## config.mk

```make
export PLATFORM = sky130hd
export DESIGN_NAME = restoring_divider
export DESIGN_NICKNAME = d
export VERILOG_FILES = /design/src/rtl/div_pkg.sv /design/src/rtl/div_trial_sub.sv /design/src/rtl/restoring_divider.sv
export SDC_FILE = /design/constraint.sdc
export NUM_CORES = 1
export LEC_CHECK = 0
export ABC_AREA = 1
export CAP_MARGIN = 20
export CORE_UTILIZATION = 51
export DETAILED_ROUTE_END_ITERATION = 6
export PLACE_DENSITY_LB_ADDON = 0.08
export SLEW_MARGIN = 20
export SYNTH_ARGS = -nofsm -noshare
export SYNTH_HDL_FRONTEND = slang
export SYNTH_SLANG_ARGS = --single-unit
```

## constraint.sdc

```tcl
create_clock -name clk -period 3.2 [get_ports clk]
set_clock_uncertainty 0.2 [all_clocks]
set_input_delay 0.8 -clock clk [delete_from_list [all_inputs] [get_ports clk]]
set_output_delay 0.8 -clock clk [all_outputs]
set_load 0.02 [all_outputs]
```

## src/rtl/div_pkg.sv

```systemverilog
// Shared types and sizing helpers for the sequential restoring divider.
package div_pkg;

  localparam int unsigned DIV_WIDTH_DEFAULT = 4;

  typedef enum logic [1:0] {
    IDLE = 2'd0,
    RUN  = 2'd1,
    DONE = 2'd2
  } div_state_e;

  // Iteration counter width; the counter only ever holds WIDTH-1 down to 0.
  function automatic int unsigned div_cnt_width(input int unsigned width);
    return $clog2(width);
  endfunction

  localparam int unsigned DIV_CNT_W_DEFAULT = div_cnt_width(DIV_WIDTH_DEFAULT);

endpackage

```

## src/rtl/div_trial_sub.sv

```systemverilog
// Combinational trial subtractor: ripple chain of full-adder cells computing
// minuend + ~subtrahend + 1, with borrow taken from the final carry.
module div_trial_sub #(
  parameter int unsigned W = 5
) (
  input  logic [W-1:0] minuend_i,
  input  logic [W-1:0] subtrahend_i,
  output logic [W-1:0] diff_o,
  output logic         borrow_o
);

  logic [W:0] carry;

  assign carry[0] = 1'b1;

  for (genvar i = 0; i < W; i++) begin : g_fa
    logic sub_inv;
    assign sub_inv      = ~subtrahend_i[i];
    assign diff_o[i]    = minuend_i[i] ^ sub_inv ^ carry[i];
    assign carry[i+1]   = (minuend_i[i] & sub_inv) | (carry[i] & (minuend_i[i] ^ sub_inv));
  end

  // No carry out of the top means the subtraction wrapped.
  assign borrow_o = ~carry[W];

endmodule

```

## src/rtl/restoring_divider.sv

```systemverilog
// Sequential unsigned restoring divider: one quotient bit per clock with a
// start/busy/done handshake; q, r and div_by_zero hold until the next completion.
module restoring_divider
  import div_pkg::*;
#(
  parameter int unsigned WIDTH = DIV_WIDTH_DEFAULT
) (
  input  logic             clk,
  input  logic             rst_n,
  input  logic             start,
  input  logic [WIDTH-1:0] a,
  input  logic [WIDTH-1:0] b,
  output logic             busy,
  output logic             done,
  output logic [WIDTH-1:0] q,
  output logic [WIDTH-1:0] r,
  output logic             div_by_zero
);

  localparam int unsigned CNT_W = div_cnt_width(WIDTH);
  localparam int unsigned TW    = WIDTH + 1;

  div_state_e       state_q, state_d;
  logic [WIDTH-1:0] prem_q, prem_d;
  logic [WIDTH-1:0] qsr_q, qsr_d;
  logic [WIDTH-1:0] b_q, b_d;
  logic [CNT_W-1:0] cnt_q, cnt_d;
  logic [WIDTH-1:0] q_q, q_d;
  logic [WIDTH-1:0] r_q, r_d;
  logic             dbz_q, dbz_d;
  logic             busy_q, done_q;

  logic [TW-1:0]    trial_min_c;
  logic [TW-1:0]    trial_diff_c;
  logic             trial_borrow_c;
  logic             restore_c;

  assign trial_min_c = {prem_q, qsr_q[WIDTH-1]};

  div_trial_sub #(
    .W (TW)
  ) u_trial (
    .minuend_i    (trial_min_c),
    .subtrahend_i ({1'b0, b_q}),
    .diff_o       (trial_diff_c),
    .borrow_o     (trial_borrow_c)
  );

  // Trial MSB and borrow agree whenever the partial remainder is below the divisor.
  assign restore_c = trial_borrow_c | trial_diff_c[WIDTH];

  // Next-state and datapath update.
  always_comb begin
    state_d = state_q;
    prem_d  = prem_q;
    qsr_d   = qsr_q;
    b_d     = b_q;
    cnt_d   = cnt_q;
    q_d     = q_q;
    r_d     = r_q;
    dbz_d   = dbz_q;

    case (state_q)
      RUN: begin
        prem_d = restore_c ? trial_min_c[WIDTH-1:0] : trial_diff_c[WIDTH-1:0];
        qsr_d  = {qsr_q[WIDTH-2:0], ~restore_c};
        cnt_d  = cnt_q - CNT_W'(1);
        if (cnt_q == '0) begin
          state_d = DONE;
          q_d     = qsr_d;
          r_d     = prem_d;
          dbz_d   = 1'b0;
        end
      end
      default: begin
        if (start) begin
          qsr_d  = a;
          b_d    = b;
          prem_d = '0;
          cnt_d  = CNT_W'(WIDTH - 1);
          if (b == '0) begin
            state_d = DONE;
            q_d     = '1;
            r_d     = a;
            dbz_d   = 1'b1;
          end else begin
            state_d = RUN;
          end
        end else begin
          state_d = IDLE;
        end
      end
    endcase
  end

  always_ff @(posedge clk or negedge rst_n) begin
    if (!rst_n) begin
      state_q <= IDLE;
      prem_q  <= '0;
      qsr_q   <= '0;
      b_q     <= '0;
      cnt_q   <= '0;
      q_q     <= '0;
      r_q     <= '0;
      dbz_q   <= 1'b0;
      busy_q  <= 1'b0;
      done_q  <= 1'b0;
    end else begin
      state_q <= state_d;
      prem_q  <= prem_d;
      qsr_q   <= qsr_d;
      b_q     <= b_d;
      cnt_q   <= cnt_d;
      q_q     <= q_d;
      r_q     <= r_d;
      dbz_q   <= dbz_d;
      busy_q  <= (state_d == RUN);
      done_q  <= (state_d == DONE);
    end
  end

  assign busy        = busy_q;
  assign done        = done_q;
  assign q           = q_q;
  assign r           = r_q;
  assign div_by_zero = dbz_q;

endmodule

```

---- Word-level counts from Yosys, hierarchy flattened ----
Cells that the tools add are included.
Widths: inputs -> output; s select.
word-level totals
  bits of input ports ..................... 11
  flip-flop bits (word level) ............. 27
  output and inout port bits .............. 11
operators by class
  reductions and logical operators ........ 6
  add/sub/neg operators ................... 1
  mux-type cells .......................... 23
  eq/ne operators ......................... 4
  bitwise logic cells ..................... 31
operators with widths
  cell                 number
  $mux 4               13
  $mux 2               6
  $not 1->1            9
  $and 1x1->1          8
  $xor 1x1->1          8
  $or 1x1->1           6
  $eq 2x1->1 const B   2
  $logic_not 4->1      1
  $mux 1               4
  $reduce_bool 2->1    2
  $reduce_and 3->1     1
  $eq 2x2->1 const B   1
  $logic_not 2->1      1
  $ne 2x2->1 const B   1
  $reduce_and 2->1     1
  $sub 2x1->2 const B  1

---- Depth between registers and ports, before layout ----
  depth after elaboration ................. 16
  mapped depth ............................ 15
  depth with buffers taken out ............ 15

---- By module ----
From an unflattened synthesis, not the netlist that was laid out.
second synthesis, totals
  cells, all modules ...................... 158
  area total of the unflattened synthesis .. 1328.8 µm²
by module, submodules not included
  module             sequential area each (µm²)  area an instance (µm²)  times used  cells each
  restoring_divider  675.6                       1194.9                  1           142
  div_trial_sub      0.0                         133.9                   1           16

---- Worst setup path after synthesis ----
Ideal clock, no wire load.
  kind .................................... register to register
  start point ............................. register qsr_q[3]
  end point ............................... register r_q[0], in the netlist r[0]
  buffers on the path ..................... 0
  required time ........................... 2.935 ns
  clock period less this slack ............ 2.343 ns
  cell stages (with the launch flop) ...... 16
  library setup time ...................... 0.065 ns
  arrival ................................. 2.078 ns
  slack ................................... 0.857 ns
  path through ............................ dfrtp_1 -> inv_1 -> ha_1 -> inv_1 -> fa_1 -> inv_1 -> fa_1 -> inv_1 -> fa_1 -> inv_1 -> nand2_1 -> nand2_1 -> nand3_1 -> nand3_1 -> nand2_1 -> nand2_1
between the ends
  longest elaborated chain between the ends .. 15
  elaborated cells between the ends (all ways) .. 18
ends and longest elaborated chain
  element                                            RTL line                                  source
  start, declared                                    restoring_divider.sv:25                   logic [WIDTH-1:0] qsr_q, qsr_d;
  start signal, assigned                             restoring_divider.sv:111                  qsr_q <= qsr_d;
  $and 1x1->1 / $xor 1x1->1 (equally long branches)  div_trial_sub.sv:20, div_trial_sub.sv:19
  $or 1x1->1                                         div_trial_sub.sv:20                       assign carry[i+1] = (minuend_i[i] & sub_inv) | (carry[i] & (minuend_i[i] ^ sub_inv));
  $and 1x1->1                                        div_trial_sub.sv:20
  $or 1x1->1                                         div_trial_sub.sv:20
  $and 1x1->1                                        div_trial_sub.sv:20
  $or 1x1->1                                         div_trial_sub.sv:20
  $and 1x1->1                                        div_trial_sub.sv:20
  $or 1x1->1                                         div_trial_sub.sv:20
  $and 1x1->1                                        div_trial_sub.sv:20
  $or 1x1->1                                         div_trial_sub.sv:20
  $not 1->1                                          div_trial_sub.sv:24                       assign borrow_o = ~carry[W];
  $or 1x1->1                                         restoring_divider.sv:50                   assign restore_c = trial_borrow_c | trial_diff_c[WIDTH];
  $mux 4 (*)                                         restoring_divider.sv:65                   prem_d = restore_c ? trial_min_c[WIDTH-1:0] : trial_diff_c[WIDTH-1:0];
  $mux 4 (*)                                         restoring_divider.sv:68                   if (cnt_q == '0) begin
  $mux 4 (*)                                         restoring_divider.sv:63                   case (state_q)
  end signal, assigned                               restoring_divider.sv:115                  r_q <= r_d;
  end, declared                                      restoring_divider.sv:29                   logic [WIDTH-1:0] r_q, r_d;
Mark *: on every way between the ends. The rest lies on a longest branch, timed or not. The select of a mux whose other input is x is not followed.
A chain may end at the register's enable or synchronous reset.

---- Worst setup path after layout ----
  start point ............................. register qsr_q[3]
  end point ............................... register r_q[3], in the netlist r[3]
between the ends
  longest elaborated chain between the ends .. 15
  elaborated cells between the ends (all ways) .. 18
ends and longest elaborated chain
  element                                            RTL line
  $and 1x1->1 / $xor 1x1->1 (equally long branches)  div_trial_sub.sv:20
  $or 1x1->1 (*)                                     div_trial_sub.sv:20
  $and 1x1->1 (*)                                    div_trial_sub.sv:20
  $or 1x1->1 (*)                                     div_trial_sub.sv:20
  $and 1x1->1 (*)                                    div_trial_sub.sv:20
  $or 1x1->1 (*)                                     div_trial_sub.sv:20
  $and 1x1->1                                        div_trial_sub.sv:20
  $or 1x1->1                                         div_trial_sub.sv:20
  $and 1x1->1                                        div_trial_sub.sv:20
  $or 1x1->1                                         div_trial_sub.sv:20
  $not 1->1                                          div_trial_sub.sv:24
  $or 1x1->1                                         restoring_divider.sv:50
  $mux 4 (*)                                         restoring_divider.sv:65
  $mux 4 (*)                                         restoring_divider.sv:68
  $mux 4 (*)                                         restoring_divider.sv:63
Marks and branches as above.

==> reports/qor.log <==
qor: power.post_layout_total_power 1.70 mW
qor: global_routing.grt_util_met1 0.332
qor: global_routing.global_route_hottest_layer met2
qor: worst_setup_path.rrSetupSlack 520 ps
qor: power.combPwrFrac 0.561
qor: clock_tree.post-cts-setup-buffers 0
qor: route.viasPerCell 5.35
qor: sta.timing.final.crit_period 2680 ps
qor: placement.place_congestion 0.823
qor: power.power.switching_fraction 0.460
qor: route.route.antenna.remaining_nets 0
qor: power.internal_power 0.918 mW
qor: final_layout.diodes 0
qor: route.detailedRoute.firstIterationViolations 21
qor: die.initial_core_util 0.535
qor: synthesis.synth.yosys.seq_area_share 0.515
qor: clock_tree.path_clk_slew 160 ps
qor: worst_setup_path.critPathRequiredTime 3290 ps
qor: sta.drv_slew 0
qor: final_layout.design.final.nets 192
qor: global_routing.gr_met2_demand_resource 0.411
qor: global_routing.number_of_antenna_violations_at_the_first_check_in_global_routing 0
qor: power.power.static_leakage 0.800 nW
qor: synthesis.postSynthAreaPerCell 8.63 um^2
qor: route.wl_per_cell 13.8 um
qor: clock_tree.postCtsResizedCells 0
qor: worst_setup_path.rr_startpoint qsr_q[3]$_DFFE_PN0P_
qor: clock_tree.clock-root-buffer clkbuf_4
qor: clock_tree.cts_max_level 1
qor: worst_setup_path.max_fo_critical_path 5
qor: worst_setup_path.setup.worst_path.start qsr_q[3]$_DFFE_PN0P_
qor: final_layout.seq_area 676 um^2
qor: status.run_status finished clean
qor: route.drt-total-wl 2.82 mm
qor: synthesis.synth.lib_cells_used.distinct 19
qor: power.p_sw 0.784 mW
qor: global_routing.largest_net_degree_at_the_start_of_global_routing 28
qor: worst_setup_path.cp-start-kind flip-flop
qor: sta.setup_slack 519 ps
qor: worst_setup_path.r2r.worst_path.cells 15
qor: clock_tree.worstSkewPairLatency 330 ps
qor: die.chipWidth 52.7 um
qor: hold_path.worstHoldPathCells 1
qor: worst_setup_path.worst-setup-path-type reg2reg
qor: worst_setup_path.timing.critical_path.to r[3]$_DFFE_PN0P_
qor: power.power_per_cell_area 1080 mW/mm^2
qor: final_layout.layout_common_cells nand2_1, dfrtp_1, nand3_1
qor: final_layout.area_growth_syn_to_layout 19.6%
qor: synthesis.synthesis.area 0.00131 mm^2
qor: global_routing.global_route_wire_length_before_repair 4.95 mm
qor: clock_tree.clock_sink_count 27
qor: power.power.sequential.fraction 0.348
qor: worst_setup_path.crit-reg2reg-capture r[3]$_DFFE_PN0P_
qor: run.drv.max_cap_violation_count 0
qor: clock_tree.cts_made_buffers 3
qor: final_layout.drive_above_1_share 0.0743
qor: power.power_frac_clock 0.091
qor: clock_tree.cts-hold-fix-buffers 0
qor: die.dieHeight 52.7 um
qor: die.boundaryPins 22
qor: final_layout.multiInputGateArea 519 um^2
qor: sta.slew_headroom 0.680
qor: placement.placement.io_buffers 21
qor: placement.detailedPlacementHpwl 2.11 mm
qor: sta.report.final.hold_viol_count 0
qor: placement.detailedPlace.worstSlack 585 ps
qor: synthesis.synth-warning-count 0
qor: die.placeableCoreArea 0.00245 mm^2
qor: hold_path.hold_path_class reg2reg
qor: synthesis.yosys_register_bits 27
qor: synthesis.syn-num-nets 168
qor: worst_setup_path.end_kind flip-flop
qor: global_routing.vias_in_the_first_global_route 1095
qor: clock_tree.maximum_count_of_clock_buffers_along_a_single_path 2
qor: final_layout.fill_cells 219
qor: die.standard_cell_row_count 18
qor: power.vdd_ir_drop_max 605 uV
qor: synthesis.cell_count_after_synthesis 152
qor: route.via_count 1097
qor: sta.setup_violations 0
qor: clock_tree.tritoncts_clock_tree built
qor: sta.fin_setup_tns 0 ps
qor: sta.unrepaired_setup_endpoints_after_global_routing false
qor: die.dieArea 0.00278 mm^2
qor: global_routing.met3_usage 0.0290
qor: sta.timing.final.crit_share 0.838
qor: route.drc 0
qor: sta.max_freq 0.373 GHz
qor: global_routing.grt-ovfl-total 0
qor: global_routing.total_routing_usage_reported_by_global_routing 0.251
qor: final_layout.layout.cells.most_common nand2_1
qor: worst_setup_path.critical_path_arrival 2770 ps
qor: sta.max_slew.worst_pin.slew 479 ps
qor: route.drtPass1Iterations 4
==> Yosys cell counts <==
master	count	area [um^2]
buf_2	1	5.00
buf_6	2	22.5
o22ai_1	2	12.5
ha_1	2	25.0
a21oi_1	3	15.0
nand3_1	23	115
nor3_1	1	5.00
inv_2	2	7.51
nand2_1	44	165
nor2_2	1	6.26
a22oi_1	1	7.51
nor2_1	5	18.8
o211ai_1	3	22.5
nand2_2	3	18.8
dfrtp_1	27	676
inv_1	22	82.6
nor2_4	2	22.5
fa_1	3	60.1
o21ai_0	5	25.0
==> per-stage QoR <==
stage	hold WS, ps	std cells	util	instance area (um^2)
2_1_floorplan	254	152	-	1310
3_3_place_gp	271	201	0.627	1540
3_5_place_dp	285	201	0.627	1540
4_1_cts	309	205	0.640	1570
5_1_grt	349	205	0.640	1570
6_report	306	205	0.640	1570
==> area by class of cell <==
cell class | count | area share
well taps | 30 | 0.0239
repair buffers | 22 | 0.139
inverters | 24 | 0.0574
clock inverters | 1 | 0.00478
multi-input cells | 98 | 0.331
clock buffers | 3 | 0.0143
flip-flops and latches | 27 | 0.430
==> power by group through the flow <==
stage          Combinational (mW)  Clock [mW]  Sequential (mW)
2_1_floorplan               0.581           0            0.662
6_report                    0.955       0.155            0.592
3_3_place_gp                0.899           0            0.595
5_1_grt                      1.09       0.172            0.609
3_5_place_dp                0.949           0            0.600
4_1_cts                     0.953       0.157            0.592
==> per-layer routing <==
layer  vias up  part of all wire
met3         9             0.046
met4         0             0.026
li1        522                 -
met5         -                 0
met1       533              0.44
met2        33              0.49
==> how the worst min path moves through the flow <==
stage	startpoint	to	slack [ps]
2_1_floorplan	qsr_q[1]$_DFFE_PN0P_	qsr_q[1]$_DFFE_PN0P_	250
3_3_place_gp	qsr_q[1]$_DFFE_PN0P_	qsr_q[1]$_DFFE_PN0P_	270
3_5_place_dp	qsr_q[1]$_DFFE_PN0P_	qsr_q[1]$_DFFE_PN0P_	290
4_1_cts	cnt_q[0]$_DFFE_PN0P_	cnt_q[0]$_DFFE_PN0P_	310
5_1_grt	div_by_zero$_DFFE_PN0P_	div_by_zero$_DFFE_PN0P_	350
6_report	cnt_q[0]$_DFFE_PN0P_	cnt_q[0]$_DFFE_PN0P_	310
==> kinds of logic (layout without fill, tap and decap cells) <==
logic type / Yosys count / in the layout / share of synthesized area
AO/OA/AOI/OAI: 14 / 14 / 0.0629
adder cells (fa/ha/maj): 5 / 5 / 0.0648
buffers and inverters: 27 / 50 / 0.0896
flip-flops: 27 / 27 / 0.515
AND/OR/NAND/NOR: 79 / 79 / 0.268
==> sequential cells by signal (all words and copies together), names as in the netlist <==
register and cells:
q 4, b_q 4, div_by_zero 1, cnt_q 2, r 4, prem_q 4
state_q 2, busy 1, done 1, qsr_q 4
==> worst max-delay path: stages (launching register included) <==
cell and delay, ps:
dfrtp_1 400, inv_1 70, ha_1 140, inv_1 40
fa_1 350, inv_1 80, fa_1 180, inv_1 50
fa_1 410, inv_1 100, nand2_1 60, nand2_1 170
nand3_1 160, nand3_1 110, nand2_1 50, nand2_1 50
No activity file was read; power rests on OpenSTA's default activity.
==> RTL change 1: new RTL, config.mk and constraints unchanged <==
The package constant `DIV_WIDTH_DEFAULT` goes from 4 to 3.
--- a/src/rtl/div_pkg.sv
+++ b/src/rtl/div_pkg.sv
@@ -1,7 +1,7 @@
 // Shared types and sizing helpers for the sequential restoring divider.
 package div_pkg;
 
-  localparam int unsigned DIV_WIDTH_DEFAULT = 4;
+  localparam int unsigned DIV_WIDTH_DEFAULT = 3;
 
   typedef enum logic [1:0] {
     IDLE = 2'd0,
Interface: changed (resized a, b, q and r); port bits go from 22 to 18. The function was not compared with the original's and may differ.
==> RTL change 1 against the original RTL <==
Sequential cell count is 5 lower. Total power is 19% lower. Critical path depth is 3 lower. Area after synthesis is 17% lower. Largest power group unchanged. Cell area decreased by 17%. Routed wire length is 34% lower. Sequential power shrank 18%. Setup slack gained 0.30 ns.
==> RTL change 1: results (changes against the original RTL) <==
status finished, final reports clean (unchanged); Post-Place Worst Slack 0.852 ns (was 0.585 ns); GPL Wtd Cong 0.866 (was 0.823); clock slew at reported path FFs 0.11 ns (was 0.16 ns); R2R depth 12 (was 15); hold_ws 0.288 ns (was 0.306 ns); Worst setup startpoint qsr_q[2] (was qsr_q[3]); top post-synthesis cells by area dfrtp_1 51%, nand2_1 13%, nand3_1 5.1% (was dfrtp_1 51%, nand2_1 13%, nand3_1 8.8%); Clk Latency, worst-skew pair 0.30 ns (was 0.33 ns); WL/cell 11.4 um (was 13.8 um); clock power share 8.9% (was 9.1%); largest net degree at the start of global routing 23 (was 28); Mapped Nets 129 (was 168); first-pass GRT wire length 2850 um (was 4950 um); Int Pwr 0.757 mW (was 0.918 mW); DPL Wire Length 1430 um (was 2110 um); Port Buf Inserts 17 (was 21); nets 151 (was 192); Hold Crit Start div_by_zero (was cnt_q[0]); first drt pass iteration count 5 (was 4); Synth Area per Inst 9.34 sq um (was 8.63 sq um); Tot GR Track Use 18.1% (was 25.1%); most common library cells after synthesis 38 x nand2_1, 22 x dfrtp_1, 11 x inv_1, 11 x nand3_1 (was 44 x nand2_1, 27 x dfrtp_1, 23 x nand3_1); post-synthesis compound-gate area fraction 7.39% (was 6.29%); Vias 804 (was 1097); Reg2Reg Setup Slack 0.82 ns (was 0.52 ns); Worst Path Arrival 2.43 ns (was 2.77 ns); vias in the first global route 666 (was 1095); share of cells above drive strength 1 11.0% (was 7.43%)
-- RTL change 1: changes by cell type after synthesis, moves of 2 or more --
cell	before	now
nand2_2	3	1
o21ai_1	0	3
inv_1	22	11
dfrtp_1	27	22
nor2_8	0	2
nand2_1	44	38
nand3_1	23	11
-- RTL change 1: area by class of cell --
type	count	area, sq um
Clock buffer	3	22.5
Fill cell	171	676
Inverter	15	58.8
Multi-Input combinational cell	78	463
Sequential cell	22	551
Tap cell	27	33.8
Timing Repair Buffer	18	178
-- RTL change 1: power groups by stage --
stage	clock [mW]	combinational (mW)	sequential, mW
5_1_grt	0.136	0.862	0.504
3_5_place_dp	0	0.772	0.494
3_3_place_gp	0	0.756	0.490
4_1_cts	0.127	0.775	0.488
2_1_floorplan	0	0.495	0.546
6_report	0.122	0.767	0.487
-- RTL change 1: per-layer routing --
layer	GRT usage [%]	wire length (um)	up-vias
met5	0	0	-
met4	6.67	26	0
met3	3.33	60	4
met2	27.8	854	15
met1	25.7	923	373
li1	-	-	412
==> RTL change 2: new RTL, same settings <==
Without the edit above. Make the reset (`rst_n`) synchronous in one clocked block.
--- a/src/rtl/restoring_divider.sv
+++ b/src/rtl/restoring_divider.sv
@@ -93,7 +93,7 @@
     endcase
   end
 
-  always_ff @(posedge clk or negedge rst_n) begin
+  always_ff @(posedge clk) begin
     if (!rst_n) begin
       state_q <= IDLE;
       prem_q  <= '0;
Formal check against the unedited RTL: differs if rst_n is asserted again (counterexample within 4 cycles, from zero or initial values and one cycle with rst_n low); with rst_n held inactive, the same outputs for 10 cycles.
==> RTL change 2 against the original RTL <==
Cell area up 0.96%. Final cell count up 17%. Die area up 1.8%. Sequential cell count unchanged. Critical path depth unchanged. Synthesized cell count up 24%. Area after synthesis up 1.9%. Count of clock-buffer cells in the layout unchanged. Setup slack better by 0.14 ns. Routed wire length down 0.82%.
Power is not compared: it rests on default switching activity, and its combinational part moved more than twofold at a synthesized area within 25%.
==> RTL change 2: results (changes against the original RTL) <==
status finished, final reports clean (unchanged); FILL cells 243 (was 219); share of cells above drive strength 1 5.26% (was 7.43%); nets 226 (was 192); Mapped Cells 188 (was 152); most common library cells after synthesis 39 x inv_1, 37 x nand2_1, 27 x dfxtp_1 (was 44 x nand2_1, 27 x dfrtp_1, 23 x nand3_1); ys async rst share 0% (was 100%); Synth Flop Type dfxtp_1 (was dfrtp_1); Initial DRC Count 49 (was 21); post-synthesis adder-cell area fraction 6.36% (was 6.48%); Ant. Diodes 0 (unchanged); top post-synthesis cells by area dfxtp_1 40%, inv_1 11%, nand2_1 10% (was dfrtp_1 51%, nand2_1 13%, nand3_1 8.8%); Leak 0.807 nW; Seq/Total Area, Yosys 40.4% (was 51.5%); first drt pass iteration count 4 (unchanged); Slew HR 67.0% (was 68.0%); Post-CTS Resized 0 (unchanged); Clock Root Buffer clkbuf_4 (unchanged); slowest stage delay, CP 0.40 ns; vias in the first global route 1096 (was 1095); Max clock buf depth 2 (unchanged); Reg2Reg Setup Slack 0.66 ns (was 0.52 ns); Post-Place Worst Slack 0.693 ns (was 0.585 ns); largest net degree at the start of global routing 19 (was 28); first-pass GRT wire length 4640 um (was 4950 um); GPL Wtd Cong 0.848 (was 0.823); final WL 2800 um (was 2820 um); FMAX 393 MHz (was 373 MHz); initial antenna violation count 0 (unchanged); Clk Latency, worst-skew pair 0.33 ns (about the same); Worst setup startpoint qsr_q[3] (unchanged); Setup Buffers After CTS 0 (unchanged); post-synthesis compound-gate area fraction 12.1% (was 6.29%); vias per std cell 5.15 (was 5.35); metal2 WL 1360 um (was 1390 um); Synth Area in XOR/XNOR 0% (unchanged); routed wl met3 120 um (was 131 um); DPL Wire Length 2160 um (was 2110 um); Hold Crit Start div_by_zero (was cnt_q[0]); Mapped Nets 204 (was 168); Worst Path Arrival 2.62 ns (was 2.77 ns); DRT met1 WL 1290 um (was 1230 um); library cells used by synthesis 20 (was 19); Peak VDD IR 309 uV; hold_ws 0.278 ns (was 0.306 ns); CP top delay family adder cells (unchanged); Tot GR Track Use 22.5% (was 25.1%); final instance area 1590 sq um (was 1570 sq um); htree depth 1 (unchanged); synth warn 0 (unchanged)
RTL change 2: cell types whose count changed in the layout (fill, tap and decap cells not counted), sizes merged, moves of 9 or more:
cell / unedited run / this run
dfrtp: 27 / 0
nor2: 8 / 21
o21ai: 5 / 15
inv: 24 / 39
dfxtp: 0 / 27
a21oi: 3 / 12
RTL change 2: final timing paths:
| path | endpoint | cells after the start |
|---|---|---|
| max | r[0] | 15 |
| min | div_by_zero | 2 |
| max reg2reg | r[0] | 15 |
| min reg2reg | div_by_zero | 2 |
RTL change 2: kinds of logic after synthesis:
logic type | Yosys count
AND/OR/NAND/NOR | 82
AO/OA/AOI/OAI | 30
flip-flops | 27
buffers and inverters | 44
adder cells (fa/ha/maj) | 5
RTL change 2: power groups by stage:
| stage | Clock [mW] | Combinational (mW) | Sequential (mW) |
|---|---|---|---|
| after floorplan | 0 | 0.125 | 0.400 |
| after global placement | 0 | 0.194 | 0.387 |
| after detailed placement | 0 | 0.201 | 0.388 |
| after CTS | 0.153 | 0.201 | 0.380 |
| after global routing | 0.162 | 0.228 | 0.384 |
| final | 0.149 | 0.201 | 0.380 |
RTL change 2: metal layers:
metal	GRT usage, %	up-vias
met4	6.14	0
met5	0	-
met3	2.59	8
met1	28.8	568
li1	-	624
met2	39.2	32
RTL change 2: worst reg2reg max path, cell delays in order, from the launching register on:
cell	delay, ns
dfxtp_1	0.35
inv_1	0.06
ha_1	0.13
inv_1	0.05
fa_1	0.35
inv_1	0.07
fa_1	0.16
inv_1	0.05
fa_1	0.40
inv_1	0.09
nand2_1	0.06
nand2_1	0.16
nand3_1	0.11
nand2_1	0.13
nor2_1	0.06
nor2_1	0.09
RTL change 2: area by class of cell:
type / count / share of cell area (%)
multi-input combinational: 117 / 38.8
clock buffer: 3 / 1.42
clock inverter: 1 / 0.316
timing repair buffer: 22 / 13.7
inverter: 39 / 9.23
sequential: 27 / 34.1
tap: 30 / 2.37
RTL change 2: per-stage QoR:
step / cells / total power, mW
after floorplan: 188 / 0.525
after global placement: 235 / 0.580
after detailed placement: 235 / 0.588
after CTS: 239 / 0.735
after global routing: 239 / 0.774
final: 239 / 0.730
